File: config.mk
export PLATFORM = sky130hd
export DESIGN_NAME = bus_timer
export DESIGN_NICKNAME = d
export VERILOG_FILES = /design/src/rtl/bus_timer.sv
export SDC_FILE = /design/constraint.sdc
export NUM_CORES = 1
export LEC_CHECK = 0
export ABC_AREA = 1
export CELL_PAD_IN_SITES_DETAIL_PLACEMENT = 1
export CELL_PAD_IN_SITES_GLOBAL_PLACEMENT = 1
export CORE_ASPECT_RATIO = 1.25
export CORE_MARGIN = 10
export CORE_UTILIZATION = 35
export DETAILED_ROUTE_END_ITERATION = 7
export PLACE_DENSITY = 0.82
export RECOVER_POWER = 50
export SYNTH_ARGS = -nofsm -noshare
export SYNTH_HDL_FRONTEND = slang
export SYNTH_SLANG_ARGS = --single-unit
File: constraint.sdc
create_clock -name clk -period 1.5 [get_ports clk]
set_input_delay 0.375 -clock clk [delete_from_list [all_inputs] [get_ports clk]]
set_output_delay 0.375 -clock clk [all_outputs]
set_load 0.02 [all_outputs]
File: src/rtl/bus_timer.sv
// Memory-mapped countdown timer with one-shot and auto-reload modes.
// Three registers (CTRL, PRESET, COUNT) sit on a two-bit word address; irq is the flag masked by im.
module bus_timer #(
    parameter logic [31:0] PRESET_INIT  = 32'h0000_0000,
    parameter logic [1:0]  DEFAULT_MODE = 2'b00
) (
    input  logic        clk,
    input  logic        reset,
    input  logic [1:0]  addr,
    input  logic        we,
    input  logic [31:0] wdata,
    output logic [31:0] rdata,
    output logic        irq
);

    typedef enum logic [1:0] {IDLE, LOAD, CNT, INT} state_t;

    state_t      state, state_nx;
    logic        en, en_nx;
    logic [1:0]  mode;
    logic        im;
    logic [31:0] preset;
    logic [31:0] count, count_nx;
    logic        irq_flag, flag_nx;
    logic        wr_ctrl, wr_preset, reload;

    assign wr_ctrl   = we && (addr == 2'd0);
    assign wr_preset = we && (addr == 2'd1);
    assign reload    = (mode == 2'b01);
    assign irq       = irq_flag & im;

    always_comb begin
        state_nx = state;
        count_nx = count;
        en_nx    = en;
        flag_nx  = irq_flag;
        case (state)
            IDLE: if (en) state_nx = LOAD;
            LOAD: begin
                count_nx = preset;
                flag_nx  = 1'b0;
                state_nx = CNT;
            end
            CNT: begin
                if (!en) begin
                    state_nx = IDLE;
                end else if (count == 32'd0) begin
                    state_nx = INT;
                end else if (count == 32'd1) begin
                    count_nx = 32'd0;
                    state_nx = INT;
                end else begin
                    count_nx = count - 32'd1;
                end
            end
            INT: begin
                flag_nx = 1'b1;
                if (reload) begin
                    state_nx = LOAD;
                end else begin
                    en_nx    = 1'b0;
                    state_nx = IDLE;
                end
            end
        endcase
        // A CTRL write overrides every FSM action in the same cycle, including the count update.
        if (wr_ctrl) begin
            state_nx = IDLE;
            count_nx = count;
            en_nx    = wdata[0];
            flag_nx  = 1'b0;
        end else if (wr_preset) begin
            flag_nx = 1'b0;
        end
    end

    always_ff @(posedge clk or negedge reset) begin
        if (!reset) begin
            state    <= IDLE;
            en       <= 1'b0;
            mode     <= DEFAULT_MODE;
            im       <= 1'b0;
            preset   <= PRESET_INIT;
            count    <= '0;
            irq_flag <= 1'b0;
        end else begin
            state    <= state_nx;
            en       <= en_nx;
            count    <= count_nx;
            irq_flag <= flag_nx;
            if (wr_ctrl) begin
                mode <= wdata[2:1];
                im   <= wdata[3];
            end
            if (wr_preset) preset <= wdata;
        end
    end

    always_comb begin
        rdata = '0;
        case (addr)
            2'd0: rdata = {28'b0, im, mode, en};
            2'd1: rdata = preset;
            2'd2: rdata = count;
            2'd3: rdata = '0;
        endcase
    end

endmodule

[Word-level counts from Yosys, hierarchy flattened]
Cells that the tools add are included.
Storage, ports and cells
  register bits after elaboration: 71
  latch bits: 0
  memory bits (writable): 0
  bits in read-only memories: 0
  input bits: 37
  output and inout bits: 33
  word-level logic and storage cells: 52
  memories kept: 0
Cells by class
  add/sub/neg operators: 1
  $mul: 0
  div/mod/pow operators: 0
  magnitude comparators: 0
  equality and inequality tests: 13
  shift operators: 0
  multiplexer cells: 18
  bitwise logic cells: 2
  reductions and logical operators: 11
Operator list (count)
  one-hot mux 32 bit (4 select lines): 1
  two-way mux 32 bit: 3
  one-hot mux 32 bit (2 select lines): 1
  equality test 32 x 1 -> 1 bit (second input constant): 1
  zero test 32 bit: 1
  subtractor 32 x 1 -> 32 bit (second input constant): 1
  two-way mux 2 bit: 5
  equality test 2 bit (second input constant): 4
  one-hot mux 2 bit (4 select lines): 1
  equality test 2 x 1 -> 1 bit (second input constant): 3
  two-way mux 1 bit: 6
  inequality test 2 bit (second input constant): 3
  inequality test 5 bit (second input constant): 1
  zero test 2 bit: 2
  AND reduction 2 bit: 2
  AND reduction 4 bit: 1
  nonzero test 2 bit: 2
  nonzero test 4 bit: 1
  inequality test 3 bit (second input constant): 1
  logical AND 1 bit: 2
  one-hot mux 1 bit (2 select lines): 1
  AND 1 bit: 1
  NOT 1 bit: 1

[Longest topological paths before layout]
  depth after elaboration: 6
  depth in mapped cells: 12
  mapped depth without buffers: 12

[Worst setup path before layout]
No wires, ideal clock.
  path kind: reg-to-reg
  from: reg count[0]
  to: reg count[25]
  library setup time: 0.073 ns
  arrival: 1.625 ns
  data required time: 1.427 ns
  path slack: -0.198 ns
  stages on the path, launching flop included: 13
  buffers on the path: 2
  period minus slack after synthesis: 1.698 ns
  cells stage by stage: dfrtp_1 -> inv_1 -> ha_1 -> nand2_2 -> nor2_2 -> nand2_4 -> nor2_4 -> nand2_1 -> nand3_2 -> buf_6 -> buf_8 -> nor2_2 -> a21oi_2
Between the ends
  word-level cells in the longest chain between the ends: 5
  elaborated cells between the ends (all ways): 9
  those cells by class: add/sub: 1; eq/ne: 2; mux: 4; reduce/logical: 2
Ends and longest elaborated chain
  start: declaration: line 23  | logic [31:0] count, count_nx;
  start signal: assignment: line 89  | count <= count_nx;
  subtractor 32 x 1 -> 32 bit / equality test 32 x 1 -> 1 bit (equally long branches): line 53, 49
  two-way mux 32 bit: line 49  | end else if (count == 32'd1) begin
  two-way mux 32 bit: line 47  | end else if (count == 32'd0) begin
  two-way mux 32 bit: line 45  | if (!en) begin
  one-hot mux 32 bit (2 select lines): line 37  | case (state)
Parallel ways exist; a longest one is shown, timed or not. The select of a mux whose other input is x is not followed.
A chain may end at the register's enable or synchronous reset.

[Worst setup path after layout]
  from: reg count[28]
  to: reg count[6]
Between the ends
  word-level cells in the longest chain between the ends: 5
  elaborated cells between the ends (all ways): 8
  those cells by class: eq/ne: 2; mux: 4; reduce/logical: 2
Ends and longest elaborated chain (line)
  equality test 32 x 1 -> 1 bit: 49
  two-way mux 32 bit: 49
  two-way mux 32 bit: 47
  two-way mux 32 bit: 45
  one-hot mux 32 bit (2 select lines): 37
Parallel ways exist; a longest one is shown, timed or not. The select of a mux whose other input is x is not followed.

==> results.toml <==
[cts]
clock_path_buffers = 2
root_buffer = "clkbuf_16"
hold_buffers = 0
cts_buffers = 9
worstSkewPairLatency_ps = 370
clock_sink_count = 71
cts_tree = "yes"
clk_pin_slew_ps = 60
htreeDepth = 3

[sta]
skew_ps = 9.91
drv_slew = 0
rsz0062_at_grt = "yes"
hold_violations = 0
fin_crit_ps = 2350
relSlewSlack_pct = 28.7
finalSetupViolCount = 72
worst_pin_slew_ps = 1070
fmax_mhz = 425
setup_slack_ps = -853
fin_crit_sh_pct = 157

[final_layout]
final_layout_size_suffix_gt1_share_pct = 52.4
layout.nets = 957
num-fill-cells = 1442
area_growth_pct = 87.6
antenna_cells = 0
final_cells = 1087

[place]
place_congestion = 0.911
place_inst = 1023
hpwl_mm = 14.2
io_buffers = 69

[routing]
vias_per_cell = 6.11
routedWlPerCell_um = 31.1
drcViolationCount = 0
drtIter0Drc = 633
ant_nets = 0
wl_mm = 33.8
num_vias = 6644
first_pass_iters = 7

[power]
p_total_mw = 19.3
powerDensity_nw_per_um2 = 2240
power_leakage_nw = 4.03
ir_worst_vdd_v = 0.00129

[setup_path]
crit_path_max_incr_delay_ps = 430
startpoint_type = "register"
rrSetupSlack_ps = -850
startpoint = "count[28]$_DFFE_PN0P_"
crit_cells = 11
worstRegToRegCells = 11
path_buf_inv = 2
cp_max_fo = 17
timing.critical_path.mode_cell = "nand2_1"
r2r_start = "count[28]$_DFFE_PN0P_"
worstReg2RegEnd = "count[6]$_DFFE_PN0P_"
worstSetupPathType = "register to register"
cp_cell_sequence = "nor2_1 -> nand2_1 -> nor2_4 -> nand2_2 -> nor2_4 -> nand2_2 -> nand3_4 -> buf_6 -> buf_12 -> nand2_1 -> nand2_1"
crit_end = "count[6]$_DFFE_PN0P_"
cp-end-kind = "register"
crit_arrival_ps = 2640
crit_family = "simple AND/OR/NAND/NOR gates"
required_ps = 1790
cp_slowest_cell = "dfrtp_1"

[global_route]
grt_pass1_vias = 6921
grt_first_pass_wirelength_mm = 40.7
track_usage_pct = 29.6
antenna_found_initial = 0
grt_max_degree = 72
grt_overflow = 0

[floorplanning]
initial_core_util_pct = 35.9
die_area_sq_um = 18100
fp.coreArea_sq_um = 12800
row_count = 46
die_h_um = 148
die_w_um = 122
io_pins = 70

[synthesis]
syn_nets = 698
yosys_warnings = 0
synthesis.instances = 655
ys_seq_area_share_pct = 38.7
syn_area_sq_um = 4590
avgSynthCellArea_sq_um = 7.00
ys_types = 31
ys_ff_latch = 71

[run]
cap_viol_max_count = 0

[run_status]
violations = "setup timing"
status = "finished with violations"

[worst_hold_path]
min_path_type = "input port to async pin"
==> what timing repair did <==
| action | in CTS | in global routing |
|---|---|---|
| endpoints found under the setup margin | 102 | 72 |
| gates cloned | 6 | 2 |
| buffers inserted | 28 | 14 |
| resized for setup | 366 | 148 |
| pin swaps | 37 | 57 |
==> power breakdown <==
| group | leakage, nW | total, mW | internal (mW) | switching, mW |
|---|---|---|---|---|
| Sequential | 0.835 | 3.46 | 2.58 | 0.881 |
| Combinational | 3.06 | 13.6 | 5.53 | 8.12 |
| Clock | 0.136 | 2.19 | 1.21 | 0.979 |
==> metal layers <==
layer  vias to the layer above  global-route usage [%]  routed length, um
met1                      3257                    30.4              11400
met5                         -                       0                  0
met4                         0                    18.4               3260
li1                       2596                       -                  -
met2                       538                    52.7              16300
met3                       253                    6.44               2880
==> logic make-up after synthesis <==
kind of cell	count (synthesis)	synth area share, %
fa+ha+maj	6	1.64
buf+inv	90	8.27
flops	71	38.7
mux	22	5.40
xor+xnor	14	2.67
compound gates	90	10.8
simple gates	362	32.5
==> synth_stat cells (all sizes together) <==
cell type | n | area share, %
xor2 | 13 | 2.5
o221ai | 2 | 0.38
o21ai | 60 | 6.5
nand2 | 234 | 20
nor2 | 95 | 9.1
a21oi | 18 | 2.4
o22ai | 7 | 0.95
nand4 | 8 | 1.1
clkbuf | 10 | 0.82
inv | 69 | 5.6
buf | 10 | 1.7
nand3 | 25 | 2.8
a211oi | 1 | 0.16
clkinv | 1 | 0.082
mux2 | 22 | 5.4
xnor2 | 1 | 0.19
o211ai | 2 | 0.33
ha | 6 | 1.6
dfrtp | 71 | 39
==> area by class of cell <==
class	instances	area, sq um	share of cell area [%]
Clock buffer	13	260	3.02
Tap cell	168	210	2.44
Clock inverter	3	17.5	0.204
Inverter	70	284	3.30
Multi-Input combinational cell	494	3460	40.2
Sequential cell	71	1790	20.9
Timing Repair Buffer	268	2580	30.0
==> flip-flops by register name (all words and copies together) (netlist names) <==
register / cells
count: 32
preset: 32
mode: 2
state: 2
en: 1
im: 1
irq_flag: 1
==> layout by cell type (no fill, tap or decap), types with 14 or more instances in the layout <==
cell	n
buf_4	164
buf_6	46
clkdlybuf4s50_1	33
dfrtp_1	57
dfrtp_2	14
inv_1	53
mux2_1	17
nand2_1	168
nand2_2	56
nand3_1	18
nor2_1	31
nor2_2	34
nor2_4	29
o21ai_2	15
o21ai_4	27
==> through the flow <==
stage | util [%] | setup TNS [ps] | setup slack, ps | cell area, sq um | hold WS (ps)
after CTS | 61.6 | -12010 | -281 | 7870 | 83.5
after global placement | 52.4 | -67100 | -1020 | 6700 | 439
final | 67.3 | -33520 | -853 | 8600 | 316
after detailed placement | 52.4 | -74880 | -1110 | 6700 | 447
after floorplan | - | -1250 | -79.5 | 4700 | 79.4
after global routing | 67.3 | -35930 | -904 | 8600 | 392
==> worst min path at each step <==
stage | slack [ps] | endpoint | cells past startpoint
floorplan | 80 | count[0]$_DFFE_PN0P_ | 0
global placement | 440 | preset[8]$_DFFE_PN0P_ | 2
detailed placement | 450 | preset[8]$_DFFE_PN0P_ | 2
CTS | 80 | preset[8]$_DFFE_PN0P_ | 2
global route | 390 | preset[8]$_DFFE_PN0P_ | 2
finish | 320 | preset[8]$_DFFE_PN0P_ | 2
Note: power is estimated with default switching activity, not from simulation.
